**config.mk**
```make
export PLATFORM = sky130hd
export DESIGN_NAME = mc_control_fsm
export DESIGN_NICKNAME = d
export VERILOG_FILES = /design/src/rtl/mc_control_fsm.sv
export SDC_FILE = /design/constraint.sdc
export NUM_CORES = 1
export LEC_CHECK = 0
export CORE_MARGIN = 2
export CORE_UTILIZATION = 39
export DETAILED_ROUTE_END_ITERATION = 10
export PLACE_DENSITY = 0.82
export SYNTH_ARGS = -nofsm -noshare
export SYNTH_HDL_FRONTEND = slang
export SYNTH_SLANG_ARGS = --single-unit
```
**constraint.sdc**
```tcl
create_clock -name clk -period 1.6 [get_ports clk]
set_clock_uncertainty 0.1 [all_clocks]
set_input_delay 0.16 -clock clk [delete_from_list [all_inputs] [get_ports clk]]
set_output_delay 0.16 -clock clk [all_outputs]
set_load 0.1 [all_outputs]
```
**src/rtl/mc_control_fsm.sv**
```systemverilog
// Multi-cycle MIPS control unit: sequences FETCH/DECODE/execute states and
// drives the datapath mux selects, memory strobes and ALU command.
module mc_control_fsm (
    input  logic       clk,
    input  logic       rst_n,
    input  logic [5:0] opcode,
    input  logic [5:0] funct,
    input  logic       alu_zero,
    input  logic       mem_wait,
    output logic       pc_en,
    output logic       iord,
    output logic       mem_read,
    output logic       mem_write,
    output logic       ir_write,
    output logic [1:0] reg_dst,
    output logic [1:0] mem_to_reg,
    output logic       reg_write,
    output logic       alu_src_a,
    output logic [1:0] alu_src_b,
    output logic [1:0] alu_op,
    output logic [1:0] pc_src,
    output logic       instr_done,
    output logic       illegal
);

    localparam logic [5:0] OP_R    = 6'h00;
    localparam logic [5:0] OP_J    = 6'h02;
    localparam logic [5:0] OP_JAL  = 6'h03;
    localparam logic [5:0] OP_BNE  = 6'h05;
    localparam logic [5:0] OP_XORI = 6'h0E;
    localparam logic [5:0] OP_LW   = 6'h23;
    localparam logic [5:0] OP_SW   = 6'h2B;

    localparam logic [5:0] FN_JR  = 6'h08;
    localparam logic [5:0] FN_ADD = 6'h20;
    localparam logic [5:0] FN_SUB = 6'h22;
    localparam logic [5:0] FN_SLT = 6'h2A;

    typedef enum logic [3:0] {
        S_IDLE, S_FETCH, S_DECODE, S_MEM_ADDR, S_MEM_READ,
        S_MEM_WB, S_MEM_WRITE, S_R_EXEC, S_R_WB, S_I_EXEC,
        S_I_WB, S_BRANCH, S_JUMP, S_JAL, S_JR
    } state_t;

    state_t r_state;
    logic   r_illegal;
    logic   w_fn_alu;

    assign w_fn_alu = (funct == FN_ADD) || (funct == FN_SUB) ||
                      (funct == FN_SLT);

    always_ff @(posedge clk or negedge rst_n) begin
        if (!rst_n) begin
            r_state   <= S_IDLE;
            r_illegal <= 1'b0;
        end else begin
            unique case (r_state)
                S_IDLE:   r_state <= S_FETCH;
                S_FETCH:  if (!mem_wait) r_state <= S_DECODE;
                S_DECODE: begin
                    unique case (opcode)
                        OP_LW, OP_SW: r_state <= S_MEM_ADDR;
                        OP_XORI:      r_state <= S_I_EXEC;
                        OP_BNE:       r_state <= S_BRANCH;
                        OP_J:         r_state <= S_JUMP;
                        OP_JAL:       r_state <= S_JAL;
                        OP_R: begin
                            if (funct == FN_JR) begin
                                r_state <= S_JR;
                            end else if (w_fn_alu) begin
                                r_state <= S_R_EXEC;
                            end else begin
                                r_state   <= S_FETCH;
                                r_illegal <= 1'b1;
                            end
                        end
                        default: begin
                            r_state   <= S_FETCH;
                            r_illegal <= 1'b1;
                        end
                    endcase
                end
                // IR still holds the LW/SW word here
                S_MEM_ADDR:
                    r_state <= (opcode == OP_SW) ? S_MEM_WRITE : S_MEM_READ;
                S_MEM_READ:  if (!mem_wait) r_state <= S_MEM_WB;
                S_MEM_WRITE: if (!mem_wait) r_state <= S_FETCH;
                S_R_EXEC:    r_state <= S_R_WB;
                S_I_EXEC:    r_state <= S_I_WB;
                S_MEM_WB, S_R_WB, S_I_WB,
                S_BRANCH, S_JUMP, S_JAL, S_JR:
                    r_state <= S_FETCH;
                default:     r_state <= S_IDLE;
            endcase
        end
    end

    assign illegal = r_illegal;

    always_comb begin
        pc_en      = 1'b0;
        iord       = 1'b0;
        mem_read   = 1'b0;
        mem_write  = 1'b0;
        ir_write   = 1'b0;
        reg_dst    = 2'd0;
        mem_to_reg = 2'd0;
        reg_write  = 1'b0;
        alu_src_a  = 1'b0;
        alu_src_b  = 2'd0;
        alu_op     = 2'd0;
        pc_src     = 2'd0;
        instr_done = 1'b0;
        unique case (r_state)
            S_FETCH: begin
                mem_read = 1'b1;
                ir_write = ~mem_wait;
                pc_en    = ~mem_wait;
            end
            S_DECODE:   alu_src_b = 2'd3;
            S_MEM_ADDR: begin
                alu_src_a = 1'b1;
                alu_src_b = 2'd2;
            end
            S_MEM_READ: begin
                iord     = 1'b1;
                mem_read = 1'b1;
            end
            S_MEM_WB: begin
                reg_write  = 1'b1;
                mem_to_reg = 2'd1;
                instr_done = 1'b1;
            end
            S_MEM_WRITE: begin
                iord       = 1'b1;
                mem_write  = 1'b1;
                instr_done = ~mem_wait;
            end
            S_R_EXEC: begin
                alu_src_a = 1'b1;
                alu_src_b = 2'd1;
                if (funct == FN_SUB)      alu_op = 2'd1;
                else if (funct == FN_SLT) alu_op = 2'd3;
                else                      alu_op = 2'd0;
            end
            S_R_WB: begin
                reg_write  = 1'b1;
                reg_dst    = 2'd1;
                instr_done = 1'b1;
            end
            S_I_EXEC: begin
                alu_src_a = 1'b1;
                alu_src_b = 2'd2;
                alu_op    = 2'd2;
            end
            S_I_WB: begin
                reg_write  = 1'b1;
                instr_done = 1'b1;
            end
            S_BRANCH: begin
                alu_src_a  = 1'b1;
                alu_src_b  = 2'd1;
                alu_op     = 2'd1;
                pc_src     = 2'd1;
                pc_en      = ~alu_zero;
                instr_done = 1'b1;
            end
            S_JUMP: begin
                pc_src     = 2'd3;
                pc_en      = 1'b1;
                instr_done = 1'b1;
            end
            S_JAL: begin
                pc_src     = 2'd3;
                pc_en      = 1'b1;
                reg_write  = 1'b1;
                reg_dst    = 2'd2;
                mem_to_reg = 2'd2;
                instr_done = 1'b1;
            end
            S_JR: begin
                pc_src     = 2'd2;
                pc_en      = 1'b1;
                instr_done = 1'b1;
            end
            default: ;
        endcase
    end

endmodule

```
==> results.yml, run 1 <==
synth:
  synth.distinct_cells: 38
  synth_top_area_share_pct: 18.5
  syn-instance-count: 99
  syn-num-nets: 115
  yosysMostFrequentCell: "nand2_1"
  synth.area.top_cells: "dfrtp_1 (19%), nand2_1 (8.3%), nor2_1 (6.7%)"
  ys.flop_type: "dfrtp_1"
  yosysTopAreaCell: "dfrtp_1"
  avgSynthCellArea_um2: 6.82
  syn_area_um2: 676
  yosys_register_bits: 5
  ys_warn_count: 0
  synthTopCellsByCount: "nand2_1 (15), nor2_1 (12), o21ai_0 (8)"
  ys_seq_area_share_pct: 18.5
  synth_edf_count: 0
  async_flop_share_pct: 100
die:
  die_y_um: 45.6
  rows: 15
  num_io_pins: 35
  initial_core_util_pct: 40.4
  die_width_um: 45.6
clock_network:
  cts_made_buffers: 3
  cts_resized: 39
  cts_setup_buffers: 13
  cts_root_buffer: "clkbuf_4"
  cts_sinks: 5
  clockBufferDepth: 2
  hold_buffers: 0
  ctsHtreeMaxLevel: 1
placement:
  gp_congestion: 0.837
  io_buffers: 34
  hpwl_um: 2530
  dpl-instance-area_um2: 1540
run_status:
  stop_error: "[ERROR DPL-0038] Utilization greater than 100%, impossible to legalize"
  status: "stopped before the end"
  stop_stage: "4_1_cts"
## cells by family after synthesis
family	share of synthesized area, %
AO/OA/AOI/OAI	31.3
buffers and inverters	4.63
XOR/XNOR	2.59
flip-flops	18.5
AND/OR/NAND/NOR	43.0
## stage by stage
stage                     hold slack (ns)  worst slack, ns  std cells
after floorplan                    -0.236           -0.641         99
after global placement              0.282           -0.450        168
after detailed placement            0.304           -0.496        168
==> run 2: changes to the inputs <==
Settings changed: CORE_AREA from default to 2 2 63 65, CORE_MARGIN 2 to default, CORE_UTILIZATION 39 to default, DIE_AREA from default to 0 0 65 67, PLACE_DENSITY 0.82 to default, PLACE_DENSITY_LB_ADDON from default to 0.15.
==> results.yml, run 2 <==
run_status:
  status: "complete, but fails checks"
  violations: "negative setup slack"
synth:
  yosys_register_bits: 5
  synthMuxAreaShare_pct: 0
  synth.area.top_cells: "dfrtp_1 (19%), nand2_1 (8.3%), nor2_1 (6.7%)"
  ys.flop_type: "dfrtp_1"
  syn_area_um2: 676
  ys_seq_area_share_pct: 18.5
  synth_fa_ha_area_share_pct: 0
  synth_xor_area_share_pct: 2.59
  yosys.area_share.simple_pct: 43.0
  syn-instance-count: 99
  synth_top_family_by_area: "simple AND/OR/NAND/NOR gates"
  yosysMostFrequentCell: "nand2_1"
  ys_warn_count: 0
  syn-num-nets: 115
  synth_top_area_share_pct: 18.5
  synthTopCellsByCount: "nand2_1 (15), nor2_1 (12), o21ai_0 (8)"
  synth.distinct_cells: 38
  synth-compound-area-share_pct: 31.3
  synth_edf_count: 0
  async_flop_share_pct: 100
  avgSynthCellArea_um2: 6.82
  yosysTopAreaCell: "dfrtp_1"
critical_path:
  crit_path_max_fanout: 2
  required_ns: 1.34
  startpoint_type: "register"
  crit_type: "reg2out"
  cp_cell_sequence: "nand2b_4, or3_4, o22ai_2, and2_4, buf_12"
  reg2reg_slack_ns: 0.04
  slowest_delay_ns: 0.37
  cpMaxStageDelayCell: "dfrtp_1"
  end_kind: "output pin"
  arrival_ns: 1.53
finish:
  largest_reg_flops: 4
  area_growth_syn_to_layout_pct: 171
  fin_util_pct: 50.8
  final_common_cell: "buf_4"
  top_register: "r_state"
  drive_gt1_share_pct: 60.0
  diodes: 0
  layout_common_cells: "buf_4 (26), buf_12 (20), nand2_1 (12)"
  fin_nets: 182
route:
  final_antenna_net_count: 0
  via_count: 992
  post-route-drc-count: 0
  wl_um: 2680
  drt_iter0_drc: 12
  vias_per_cell: 4.66
  firstDrtPassIters: 4
  avgRoutedWirePerCell_um: 12.6
global_route:
  first_global_vias: 1025
  grt_pass1_wl_um: 4490
  grt_max_degree: 14
  overflow: 0
  grtUsageTotal_pct: 12.8
  grt_antenna_before_repair: 0
placement:
  hpwl_um: 2050
  gp_congestion: 0.796
  io_buffers: 34
clock_network:
  cts_root_buffer: "clkbuf_8"
  ctsHtreeMaxLevel: 1
  cts_made_buffers: 3
  clockBufferDepth: 2
  cts_sinks: 5
  cts_tree: "yes"
  clkLatencyLatePin_ns: 0.22
  clk_pin_slew_worst_paths_ns: 0.04
sta:
  worstMarginPinSlew_ns: 0.320
  finalMaxSlewViolations: 0
  tns_ns: -1.29
  finalSetupViolations: 11
  period_share_pct: 112
  fin_ws_ns: -0.191
  min_period_ns: 1.79
  relSlewSlack_pct: 78.4
  rsz0062_at_grt: "yes"
  max_freq_mhz: 558
  whs_ns: 0.0672
  hold_violations: 0
die:
  num_io_pins: 35
  die_y_um: 67
  rows: 22
  die_area_um2: 4360
  die_width_um: 65
  initial_core_util_pct: 18.7
  fp.coreArea_um2: 3610
power_and_ir_drop:
  power_density_nw_per_um2: 1850
  p_leak_nw: 0.710
  peakVddDrop_mv: 0.498
run:
  max-cap-violations: 0
worst_hold_path:
  min_path_type: "in2async"
run 2: worst paths after layout:
path / startpoint / endpoint / depth (start not counted)
max in group asynchronous: rst_n / r_state[1] / 1
setup reg to reg: r_state[2] / r_state[3] / 7
setup / recovery: r_state[3] / alu_op[1] / 5
hold / removal: rst_n / r_state[2] / 1
min in group clk: opcode[5] / r_state[3] / 5
hold reg to reg: illegal / illegal / 1
run 2: cell type report:
type	instances	area, um^2
clock buffers	4	45.0
repair buffers	68	821
well taps	48	60.1
multi-input cells	86	768
flip-flops and latches	5	128
fillers	348	1770
inverters	2	10.0
run 2: timing repair:
item,CTS,global route
endpoints found under the hold margin,0,0
resized for setup,31,17
pin swaps,14,7
endpoints found under the setup margin,15,16
setup buffers,6,3
hold buffers,0,0
run 2: stage by stage:
| step | setup WS [ns] | std cells | total power, mW | cell area [um^2] |
|---|---|---|---|---|
| 6_report | -0.191 | 213 | 3.39 | 1830 |
| 5_1_grt | -0.246 | 213 | 3.54 | 1830 |
| 4_1_cts | -0.243 | 210 | 3.24 | 1730 |
| 3_5_place_dp | -0.472 | 200 | 2.83 | 1590 |
| 3_3_place_gp | -0.460 | 200 | 2.81 | 1590 |
| 2_1_floorplan | -0.641 | 99 | 1.96 | 871 |
run 2: per-layer routing:
| metal | track usage (%) | vias to the layer above | part of all wire [%] |
|---|---|---|---|
| met5 | 0 | - | 0 |
| met3 | 2.03 | 2 | 3.5 |
| met2 | 24.7 | 22 | 56 |
| li1 | - | 494 | - |
| met1 | 14.6 | 474 | 39 |
| met4 | 2.93 | 0 | 1.0 |
run 2: worst max-delay path, delay by kind of cell (launching register included):
kind	cells	cell delay, ns
AOI/OAI and AO/OA	1	0.09
and+or+nand+nor	3	0.67
buffers and inverters	1	0.16
DFF	1	0.37
run 2: cells by family (layout without fill, tap and decap cells):
family,count (synthesis),count (layout)
buffers and inverters,8,74
DFF,5,5
xor gates and xnor gates,2,2
AOI/OAI and AO/OA,30,30
and+or+nand+nor,54,54
run 2: report_power, final:
| group | internal, mW | switching (mW) | leakage (nW) |
|---|---|---|---|
| Sequential | 0.177 | 0.0883 | 0.0587 |
| Clock | 0.171 | 0.0598 | 0.0228 |
| Combinational | 1.18 | 1.72 | 0.629 |
| Total | 1.52 | 1.87 | 0.710 |
(Power assumes the default switching activity.)
